### src/rtl/bbox_crop_engine.sv
// bbox_crop_engine
//   Scans a row-major pixel RAM (one CH x CW pixel per word) for foreground pixels, finds the
//   tight bounding box, then copies that box row-major into an output RAM from word 0.
//
//   Optional feature macro: BBOX_MARGIN_EN. When defined, the box is grown by MARGIN pixels per
//   side (clamped to the image) before the copy. When undefined the tight box is used.
//
// Ports
//   CLOCK_50        clock, rising edge
//   reset           synchronous active-high reset
//   start           one-cycle request, honoured only in IDLE or DONE
//   thresh, invert  foreground test, latched on an accepted start
//   rd_addr/rd_data source RAM port (synchronous, 1-cycle read latency)
//   wr_en/addr/data output RAM write port
//   busy, done      status; done holds until the next accepted start or reset
//   bbox_empty      no foreground found (valid with done)
//   x_min..y_max    final box (valid with done); crop_w/crop_h its size (0 when empty)
module bbox_crop_engine #(
  parameter int unsigned IMG_W  = 64,
  parameter int unsigned IMG_H  = 64,
  parameter int unsigned CH     = 3,
  parameter int unsigned CW     = 8,
  parameter int unsigned ADDR_W = 16,
  parameter int unsigned MARGIN = 2,
  localparam int unsigned XW    = (IMG_W > 1) ? $clog2(IMG_W) : 1,
  localparam int unsigned YW    = (IMG_H > 1) ? $clog2(IMG_H) : 1
) (
  input  logic              CLOCK_50,
  input  logic              reset,
  input  logic              start,
  input  logic [CW-1:0]     thresh,
  input  logic              invert,
  output logic [ADDR_W-1:0] rd_addr,
  input  logic [CH*CW-1:0]  rd_data,
  output logic              wr_en,
  output logic [ADDR_W-1:0] wr_addr,
  output logic [CH*CW-1:0]  wr_data,
  output logic              busy,
  output logic              done,
  output logic              bbox_empty,
  output logic [XW-1:0]     x_min,
  output logic [XW-1:0]     x_max,
  output logic [YW-1:0]     y_min,
  output logic [YW-1:0]     y_max,
  output logic [XW:0]       crop_w,
  output logic [YW:0]       crop_h
);

`ifdef BBOX_MARGIN_EN
  localparam int unsigned MarginEff = MARGIN;
`else
  // Zero margin makes the clamp stage an identity.
  localparam int unsigned MarginEff = MARGIN * 0;
`endif

  typedef enum logic [2:0] {
    StIdle, StScan, StScanDrain, StCopy, StCopyDrain, StDone
  } state_e;

  state_e state_q, state_d;

  logic [CW-1:0]     thresh_q, thresh_d;
  logic              invert_q, invert_d;
  logic [ADDR_W-1:0] rd_addr_q, rd_addr_d;
  logic [XW-1:0]     sx_q, sx_d, px_q, px_d, cx_q, cx_d;
  logic [YW-1:0]     sy_q, sy_d, py_q, py_d, cy_q, cy_d;
  logic              pv_q, pv_d;
  logic              found_q, found_d;
  logic [XW-1:0]     bx_min_q, bx_min_d, bx_max_q, bx_max_d;
  logic [YW-1:0]     by_min_q, by_min_d, by_max_q, by_max_d;
  logic [XW-1:0]     x_min_q, x_min_d, x_max_q, x_max_d;
  logic [YW-1:0]     y_min_q, y_min_d, y_max_q, y_max_d;
  logic [XW:0]       crop_w_q, crop_w_d;
  logic [YW:0]       crop_h_q, crop_h_d;
  logic              empty_q, empty_d;
  logic              wr_en_q, wr_en_d;
  logic [ADDR_W-1:0] wr_addr_q, wr_addr_d;

  logic          start_ok, fg, last_scan, last_copy;
  logic [XW-1:0] fx_min, fx_max;
  logic [YW-1:0] fy_min, fy_max;
  logic [31:0]   xl, xh, yl, yh;

  assign start_ok  = start && (state_q == StIdle || state_q == StDone);
  assign last_scan = (sx_q == XW'(IMG_W - 1)) && (sy_q == YW'(IMG_H - 1));
  assign last_copy = (cx_q == x_max_q) && (cy_q == y_max_q);

  // Foreground test on the pixel returned for the previous read; equal counts as background.
  always_comb begin
    fg = 1'b0;
    for (int c = 0; c < int'(CH); c++) begin
      if (invert_q) fg = fg | (rd_data[c*CW +: CW] > thresh_q);
      else          fg = fg | (rd_data[c*CW +: CW] < thresh_q);
    end
  end

  // Running bounds including the pixel currently on rd_data.
  always_comb begin
    found_d  = found_q;
    bx_min_d = bx_min_q;
    bx_max_d = bx_max_q;
    by_min_d = by_min_q;
    by_max_d = by_max_q;
    if (pv_q && fg) begin
      found_d = 1'b1;
      if (!found_q) begin
        bx_min_d = px_q;
        bx_max_d = px_q;
        by_min_d = py_q;
        by_max_d = py_q;
      end else begin
        if (px_q < bx_min_q) bx_min_d = px_q;
        if (px_q > bx_max_q) bx_max_d = px_q;
        if (py_q < by_min_q) by_min_d = py_q;
        if (py_q > by_max_q) by_max_d = py_q;
      end
    end
  end

  // Margin expansion done in 32-bit unsigned so the low clamp never wraps.
  always_comb begin
    xl     = 32'(bx_min_d);
    xh     = 32'(bx_max_d);
    yl     = 32'(by_min_d);
    yh     = 32'(by_max_d);
    fx_min = (xl >= MarginEff) ? XW'(xl - MarginEff) : '0;
    fy_min = (yl >= MarginEff) ? YW'(yl - MarginEff) : '0;
    fx_max = (xh + MarginEff > IMG_W - 1) ? XW'(IMG_W - 1) : XW'(xh + MarginEff);
    fy_max = (yh + MarginEff > IMG_H - 1) ? YW'(IMG_H - 1) : YW'(yh + MarginEff);
  end

  // FSM: state register.
  always_ff @(posedge CLOCK_50) begin
    if (reset) state_q <= StIdle;
    else       state_q <= state_d;
  end

  // FSM: next state.
  always_comb begin
    state_d = state_q;
    unique case (state_q)
      StIdle:      if (start_ok) state_d = StScan;
      StScan:      if (last_scan) state_d = StScanDrain;
      StScanDrain: state_d = found_d ? StCopy : StDone;
      StCopy:      if (last_copy) state_d = StCopyDrain;
      StCopyDrain: state_d = StDone;
      StDone:      if (start_ok) state_d = StScan;
      default:     state_d = StIdle;
    endcase
  end

  // FSM: outputs.
  always_comb begin
    busy = 1'b0;
    done = 1'b0;
    unique case (state_q)
      StScan, StScanDrain, StCopy, StCopyDrain: busy = 1'b1;
      StDone:  done = 1'b1;
      default: ;
    endcase
  end

  // Datapath next state.
  always_comb begin
    thresh_d  = thresh_q;
    invert_d  = invert_q;
    rd_addr_d = rd_addr_q;
    sx_d      = sx_q;
    sy_d      = sy_q;
    px_d      = px_q;
    py_d      = py_q;
    pv_d      = 1'b0;
    cx_d      = cx_q;
    cy_d      = cy_q;
    x_min_d   = x_min_q;
    x_max_d   = x_max_q;
    y_min_d   = y_min_q;
    y_max_d   = y_max_q;
    crop_w_d  = crop_w_q;
    crop_h_d  = crop_h_q;
    empty_d   = empty_q;
    wr_en_d   = 1'b0;
    wr_addr_d = wr_addr_q;
    unique case (state_q)
      StIdle, StDone: begin
        if (start_ok) begin
          thresh_d  = thresh;
          invert_d  = invert;
          rd_addr_d = '0;
          sx_d      = '0;
          sy_d      = '0;
          x_min_d   = '0;
          x_max_d   = '0;
          y_min_d   = '0;
          y_max_d   = '0;
          crop_w_d  = '0;
          crop_h_d  = '0;
          empty_d   = 1'b0;
          wr_addr_d = '0;
        end
      end
      StScan: begin
        pv_d      = 1'b1;
        px_d      = sx_q;
        py_d      = sy_q;
        rd_addr_d = rd_addr_q + ADDR_W'(1);
        if (sx_q == XW'(IMG_W - 1)) begin
          sx_d = '0;
          sy_d = sy_q + YW'(1);
        end else begin
          sx_d = sx_q + XW'(1);
        end
      end
      StScanDrain: begin
        empty_d = !found_d;
        if (found_d) begin
          x_min_d   = fx_min;
          x_max_d   = fx_max;
          y_min_d   = fy_min;
          y_max_d   = fy_max;
          crop_w_d  = {1'b0, fx_max} - {1'b0, fx_min} + (XW + 1)'(1);
          crop_h_d  = {1'b0, fy_max} - {1'b0, fy_min} + (YW + 1)'(1);
          cx_d      = fx_min;
          cy_d      = fy_min;
          rd_addr_d = ADDR_W'(32'(fy_min) * IMG_W + 32'(fx_min));
        end
      end
      StCopy: begin
        // Write of this read lands next cycle, hence the one-cycle-late address counter.
        wr_en_d   = 1'b1;
        wr_addr_d = wr_en_q ? wr_addr_q + ADDR_W'(1) : '0;
        if (cx_q == x_max_q) begin
          cx_d      = x_min_q;
          cy_d      = cy_q + YW'(1);
          rd_addr_d = ADDR_W'(32'(rd_addr_q) + IMG_W + 1 - 32'(crop_w_q));
        end else begin
          cx_d      = cx_q + XW'(1);
          rd_addr_d = rd_addr_q + ADDR_W'(1);
        end
      end
      default: ;
    endcase
  end

  always_ff @(posedge CLOCK_50) begin
    if (reset) begin
      thresh_q  <= '0;
      invert_q  <= 1'b0;
      rd_addr_q <= '0;
      sx_q      <= '0;
      sy_q      <= '0;
      px_q      <= '0;
      py_q      <= '0;
      pv_q      <= 1'b0;
      cx_q      <= '0;
      cy_q      <= '0;
      found_q   <= 1'b0;
      bx_min_q  <= '0;
      bx_max_q  <= '0;
      by_min_q  <= '0;
      by_max_q  <= '0;
      x_min_q   <= '0;
      x_max_q   <= '0;
      y_min_q   <= '0;
      y_max_q   <= '0;
      crop_w_q  <= '0;
      crop_h_q  <= '0;
      empty_q   <= 1'b0;
      wr_en_q   <= 1'b0;
      wr_addr_q <= '0;
    end else begin
      thresh_q  <= thresh_d;
      invert_q  <= invert_d;
      rd_addr_q <= rd_addr_d;
      sx_q      <= sx_d;
      sy_q      <= sy_d;
      px_q      <= px_d;
      py_q      <= py_d;
      pv_q      <= pv_d;
      cx_q      <= cx_d;
      cy_q      <= cy_d;
      found_q   <= start_ok ? 1'b0 : found_d;
      bx_min_q  <= bx_min_d;
      bx_max_q  <= bx_max_d;
      by_min_q  <= by_min_d;
      by_max_q  <= by_max_d;
      x_min_q   <= x_min_d;
      x_max_q   <= x_max_d;
      y_min_q   <= y_min_d;
      y_max_q   <= y_max_d;
      crop_w_q  <= crop_w_d;
      crop_h_q  <= crop_h_d;
      empty_q   <= empty_d;
      wr_en_q   <= wr_en_d;
      wr_addr_q <= wr_addr_d;
    end
  end

  assign rd_addr    = rd_addr_q;
  assign wr_en      = wr_en_q;
  assign wr_addr    = wr_addr_q;
  assign wr_data    = wr_en_q ? rd_data : '0;
  assign bbox_empty = empty_q;
  assign x_min      = x_min_q;
  assign x_max      = x_max_q;
  assign y_min      = y_min_q;
  assign y_max      = y_max_q;
  assign crop_w     = crop_w_q;
  assign crop_h     = crop_h_q;

endmodule

### config.mk
export PLATFORM = sky130hd
export DESIGN_NAME = bbox_crop_engine
export DESIGN_NICKNAME = d
export VERILOG_FILES = /design/src/rtl/bbox_crop_engine.sv
export SDC_FILE = /design/constraint.sdc
export NUM_CORES = 1
export LEC_CHECK = 0
export ABC_AREA = 1
export BUFFER_PORTS_ARGS = -buffer_cell sky130_fd_sc_hd__buf_2
export CORE_ASPECT_RATIO = 1.2
export CORE_MARGIN = 2
export CORE_UTILIZATION = 35
export CTS_CLUSTER_DIAMETER = 200
export CTS_CLUSTER_SIZE = 25
export DETAILED_ROUTE_END_ITERATION = 10
export PLACE_DENSITY = 0.52
export SETUP_SLACK_MARGIN = 0.1
export SYNTH_ARGS = -nofsm -noshare
export SYNTH_HDL_FRONTEND = slang
export SYNTH_SLANG_ARGS = --single-unit
export TNS_END_PERCENT = 100
### constraint.sdc
create_clock -name CLOCK_50 -period 3.55 [get_ports CLOCK_50]
set_input_delay 0.71 -clock CLOCK_50 [delete_from_list [all_inputs] [get_ports CLOCK_50]]
set_output_delay 0.71 -clock CLOCK_50 [all_outputs]
set_load 0.005 [all_outputs]
Word-level counts from Yosys, hierarchy flattened. Index checks and enable logic that the tools add are counted.

Flip-flop bits (word level): 146. Output and inout bits: 98. Logic and storage cells: 153.

Add/subtract/negate cells: 14. $lt $le $gt $ge: 12. Equal/unequal tests: 15. Muxes and demuxes: 58. Bitwise operators: 4. Reduce and logical (&&, ||, !) cells: 25.

Operator list (number): $mux W6 (23); $pmux W6 S2 (8); $mux W16 (4); $pmux W16 S4 (1); $add A16 B1 Y16 const B (3); $pmux W16 S2 (1); $pmux W7 S2 (2); $add A6 B1 Y6 const B (4); $gt A8 B8 Y1 (3); $lt A8 B8 Y1 (3); $mux W24 (1); $mux W7 (3); $add A16 B7 Y16 const B (1); $sub A16 B7 Y16 (1); $pmux W3 S5 (1); $reduce_and A3 Y1 (5); $add A7 B1 Y7 const B (2); $sub A6 B6 Y7 (2); $add A12 B6 Y13 (1); $eq A6 B6 Y1 (2); $eq A6 B6 Y1 const B (2); $gt A6 B6 Y1 (2); $gt A6 B6 Y1 const B (2); $lt A6 B6 Y1 (2); other kinds (18) (49).

Depth between registers and ports, before layout.
Word-level depth: 14. Depth in mapped cells: 31. Depth with buffers taken out: 30.

Worst setup path after synthesis. No wires, ideal clock.

Path type: input-to-reg. Start: input port rd_data[23]. End: register crop_w_q[5] (netlist: crop_w[5]). Library setup time: 0.121 ns. Arrival time: 3.558 ns. Data required time: 3.429 ns. Setup slack: -0.129 ns. Cell stages on the path: 22. Path through: ha_1 -> a21o_1 -> nor2_1 -> nand2_1 -> a21oi_2 -> nand2_2 -> nand2_8 -> inv_4 -> buf_6 -> o21ai_0 -> inv_1 -> ha_1 -> inv_1 -> ha_1 -> fa_1 -> nand2_1 -> nand2_1 -> a21oi_1 -> xor2_1 -> nor2_1 -> nand2_1 -> o21ai_0.

Longest elaborated chain between the ends: 11.

RTL lines: start, declared (RTL line 34) `input logic [CH*CW-1:0] rd_data,`; $lt A8 B8 Y1 / $gt A8 B8 Y1 (equally long branches) (RTL line 93, 92); $or A1 B1 Y1, on equally long branches (RTL line 93, 92); $mux W1 * (RTL line 92) `if (invert_q) fg = fg | (rd_data[c*CW +: CW] > thresh_q);`; $logic_and A1 B1 Y1 * (RTL line 104) `if (pv_q && fg) begin`; $mux W6 (RTL line 104); $gt A6 B6 Y1 (RTL line 128) `fx_max = (xh + MarginEff > IMG_W - 1) ? XW'(IMG_W - 1) : XW'(xh + MarginEff);`; $mux W6 (RTL line 128); $sub A6 B6 Y7 (RTL line 221) `crop_w_d = {1'b0, fx_max} - {1'b0, fx_min} + (XW + 1)'(1);`; $add A7 B1 Y7 (RTL line 221); $mux W7 (RTL line 216) `if (found_d) begin`; $pmux W7 S2 (RTL line 184) `unique case (state_q)`; end signal, assigned (RTL line 291) `crop_w_q <= crop_w_d;`; end, declared (RTL line 73) `logic [XW:0] crop_w_q, crop_w_d;`.

Mark *: on every way between the ends. The rest lies on a longest branch, timed or not. The select of a mux whose other input is x is not followed. A chain may end at the register's enable or synchronous reset.

Worst setup path after layout.
Start: register thresh_q[7]. End: register crop_w_q[6] (netlist: crop_w[6]).

Longest elaborated chain between the ends: 14.

RTL lines: start, declared (RTL line 62) `logic [CW-1:0] thresh_q, thresh_d;`; start signal, assigned (RTL line 272) `thresh_q <= thresh_d;`; $lt A8 B8 Y1 / $gt A8 B8 Y1 (equally long branches) (RTL line 93, 92); $mux W1 (RTL line 92); $or A1 B1 Y1, on equally long branches (RTL line 93, 92); $mux W1 (RTL line 92); $or A1 B1 Y1, on equally long branches (RTL line 93, 92); $mux W1 * (RTL line 92); $logic_and A1 B1 Y1 * (RTL line 104); $mux W6 * (RTL line 104); via bx_max_d[5] (RTL line 69) `logic [XW-1:0] bx_min_q, bx_min_d, bx_max_q, bx_max_d;`; $gt A6 B6 Y1 (RTL line 128); $mux W6 * (RTL line 128); $sub A6 B6 Y7 * (RTL line 221); $add A7 B1 Y7 * (RTL line 221); $mux W7 * (RTL line 216); $pmux W7 S2 * (RTL line 184).

Mark *: on every way through the listed nets, which the timed path passes. The rest lies on a longest branch. The select of a mux whose other input is x is not followed.

==> Flow_metrics.wiki <==
{| class="wikitable"
! Metric !! Value
|-
| Post-placement cell count || 2098
|-
| Power per Cell Area || 636 nW/um2
|-
| CTS Buf Count || 17
|-
| Total wirelength of the detailed-routed design || 32.8 mm
|-
| Arrival time at the worst endpoint || roughly 3.7 ns
|-
| Number of buffer cells added on primary ports || approximately 130
|-
| Sequential cell area || between 2000 and 3000 um2
|-
| Clk network pwr share || about a fifth
|-
| Transition time at the pin with the least slew margin || 0.959 ns
|-
| Tot GR Track Use || 21.3%
|-
| Num rows || 68
|-
| Cell-by-cell listing of the critical path || inv_2, buf_12, ha_4, a21o_1, nor2_2, nand2_2, a21oi_2, nand2_4, nand2_8, clkinv_8, buf_4, buf_4, o21ai_2, inv_1, ha_1, ha_1, a21oi_1, xnor2_1, nor2_1, nand2_1, nand2_1
|-
| Initial drt markers || 439
|-
| Antenna violations before repair || 0
|-
| Internal power summed over all cells || 4.90 mW
|-
| Cell count after synthesis || 1537
|-
| Crit. End Element || flip-flop
|-
| Share of power burned in registers || 23.6%
|-
| Setup skew after layout || 0.0111 ns
|-
| Fraction of layout cells with a size suffix above 1 || between 20% and 30%
|-
| TritonCTS clock tree || built
|-
| CTS Sinks || 146
|-
| Met3 global-route usage || roughly 3.5%
|-
| Number of synthesized flops with an enable pin || 0
|-
| Number of search-and-repair iterations in the first detailed-routing pass || 5
|-
| Total of warnings raised by yosys || 0
|-
| Crit path time final || 3.38 ns
|-
| Area enclosed by the die boundary || 30400 um2
|-
| Proportion of synthesized area in mux cells || 0%
|-
| Fillers || 3066
|-
| Leakage Power || 6.44 nW
|-
| Fin crit share || 95.3%
|-
| Required time of the critical path || 3.89 ns
|-
| Footprint of the multi-input gates || about 6700 um2
|-
| Kind of start point of the critical path || flip-flop
|-
| Setup violation total in the final timing report || 0
|-
| Async set or reset register ratio after synthesis || 0%
|-
| Total negative slack || 0 ns
|-
| Number of top-level design ports || 134
|-
| Type of the most critical hold path || reg2reg
|-
| Global routing's busiest layer || met2
|-
| Combinational group share of total power || 54.9%
|-
| Post-layout nets || between 1500 and 2000
|-
| Main combinational cell family by area after synthesis || simple AND/OR/NAND/NOR gates
|-
| Area leader, netlist || dfxtp_1
|-
| Final worst hold slack || 0.444 ns
|-
| Cell variety after synth || 46
|-
| Final antenna-violating net count || 0
|-
| Slew Limit Headroom || 36.0%
|-
| Post-layout total power || 8.35 mW
|-
| Via count of the first global-routing pass || between 9000 and 10000
|-
| Remaining design rule violation count || 0
|-
| Commonest non-fill, non-tap cell in the layout || nand2_1
|-
| Outcome || completed
|-
| Biggest area contributors in the synthesized netlist || dfxtp_1, nand2_1, ha_1
|-
| Die height || ~190 um
|-
| Area Growth Syn to Fin || 29.5%
|-
| Yosys top cell area share || 28.8%
|-
| Largest voltage drop on the vdd net || 0.000300 V
|-
| Xor and xnor fraction of the mapped netlist area || 3.37%
|-
| Final global-route overflow total || 0
|-
| Switching Share || 41.3%
|-
| CP max-delay cell || ha_1
|-
| Post-layout utilization of the core || between 40% and 50%
|-
| WL per Instance || 15.2 um
|-
| CTS root buffer || clkbuf_16
|-
| Core Region || about 29000 um2
|-
| CTS clk-pin slew, worst paths || around 0.060 ns
|-
| Weighted congestion reported at the end of routability-driven placement || 0.870
|-
| Part of the Yosys area used for sequential elements || 28.8%
|-
| Number of slew-limit violations in the final report || 0
|-
| Die X-Extent || around 160 um
|-
| Effective utilization at floorplan || 35.4%
|-
| Leading cell types in the layout, fill and taps excluded || nand2_1, inv_1, dfxtp_1
|-
| Adder and majority gate portion of the synthesized area || 13.2%
|-
| Max Fanout on Critical Path || 8
|-
| Crit path largest cell delay || 0.33 ns
|-
| Number of maximum-capacitance constraint violations || 0
|-
| Met1 Resource Use GR || around a quarter
|-
| Crit path kind || reg2reg
|-
| # H-tree levels || 4
|-
| Sum of net half-perimeters after detailed placement || 25.0 mm
|-
| Setup repair after global routing missed its margin || yes
|-
| Max Clk Rate || 296 MHz
|-
| Count of state elements after synthesis || 146
|-
| Syn_nets || around 1700
|-
| Met2 routing resource usage after global routing || 39.4%
|-
| Flip-flop cell with the highest count after synthesis || dfxtp_1
|-
| Wire length of the first global-routing pass || 51.0 mm
|-
| Latest clock arrival within the worst-skew pair || roughly 0.44 ns
|-
| CTS max path bufs || 2
|-
| Maximum number of pins on one net before global-route repair || between 60 and 70
|-
| Basic-gate share of the synthesized area counting and, or, nand and nor cells || between 20% and 30%
|-
| Net switching component of the power || around 3.4 mW
|-
| Netlist area before placement || 10100 um2
|-
| Total number of vias || 10289
|-
| Hold violation total from the final report || 0
|-
| Layout Cells excl Fill || 2151
|-
| Hold bufs inserted after CTS || 0
|-
| Via/cell ratio || 4.78
|-
| Fraction of the mapped netlist area in compound gates || ~14%
|-
| Antenna Cells || 0
|-
| Post-Synthesis Mean Instance Area || around 6.6 um2
|}
-- worst paths after layout --
path                                  start   endpoint  slack (ns)  cells past startpoint
worst min-delay path              crop_h[2]  crop_h[2]        0.44                      2
worst max-delay path            thresh_q[7]  crop_w[6]        0.17                     21
worst min register to register    crop_h[2]  crop_h[2]        0.44                      2
worst max register to register  thresh_q[7]  crop_w[6]        0.17                     21
-- cell type report --
type                       count  share of cell area, %
timing repair inverter         2                  0.210
tap                          385                   3.67
clock buffer                  19                   3.45
sequential                   146                   22.3
inverter                     229                   6.68
multi-input combinational   1113                   50.8
clock inverter                13                  0.952
timing repair buffer         244                   11.9
-- Yosys cell counts (2+ instances only) --
library cell / number
inv_1: 216
a21o_1: 6
fa_1: 3
nand3_1: 88
buf_6: 10
nand2_1: 426
inv_2: 11
nand2_2: 7
o211ai_1: 3
a221oi_1: 5
nand4_1: 10
a21oi_1: 110
dfxtp_1: 146
a211oi_1: 6
ha_1: 102
a21oi_2: 2
buf_2: 14
nor3_1: 14
xor2_1: 26
xnor2_1: 13
clkbuf_1: 21
inv_4: 2
nor2_2: 8
a31oi_1: 4
a22oi_1: 8
o21ai_0: 89
or2_2: 3
nand2_4: 3
nor2_4: 3
nor2_1: 130
o21ai_1: 31
buf_4: 3
-- power by group through the flow --
stage	clock, mW	combinational [mW]	sequential, mW
final	1.79	4.59	1.97
after global placement	0	3.89	2.00
after CTS	1.83	4.08	1.96
after detailed placement	0	3.94	1.99
after global routing	1.90	5.14	1.99
after floorplan	0	2.60	1.95
-- worst max-delay path, delay by kind of cell (launching register included) --
kind | cells | cell delay, ns
buf+inv | 6 | 0.63
xor+xnor | 1 | 0.13
compound gates | 4 | 0.75
fa+ha+maj | 3 | 0.83
flops | 1 | 0.32
simple gates | 7 | 0.60
-- repair_timing --
action                                  CTS  global route
endpoints found under the setup margin    8             9
gates cloned                              1             2
buffers inserted                          1            17
pin swaps                                 7            46
gates resized for setup                  28            81
hold endpoints to repair                  0             0
-- layer usage --
layer,vias to the layer above,share of wire (%)
met3,35,3.2
met2,171,51
li1,5357,-
met4,0,1.8
met1,4726,44
met5,-,0
-- flip-flops by register name, indices dropped and copies added (netlist names), 3 cells and up --
name / cells
x_min: 6
state_q: 3
py_q: 6
rd_addr: 16
bx_max_q: 6
cx_q: 6
crop_h: 7
bx_min_q: 6
thresh_q: 8
px_q: 6
by_max_q: 6
x_max: 6
cy_q: 6
y_min: 6
sy_q: 6
by_min_q: 6
crop_w: 7
y_max: 6
wr_addr: 16
sx_q: 6
-- cells by family after synthesis --
| logic type | count (synthesis) |
|---|---|
| compound gates | 269 |
| xor+xnor | 39 |
| fa+ha+maj | 105 |
| buf+inv | 278 |
| flops | 146 |
| simple gates | 700 |
-- through the flow --
stage	area [um2]	worst slack (ns)
2_1_floorplan	10500	-0.00109
3_3_place_gp	12000	-0.388
3_5_place_dp	12000	-0.421
4_1_cts	12700	0.0595
5_1_grt	13100	-0.0569
6_report	13100	0.168
Note: power is estimated with default switching activity, not from simulation.
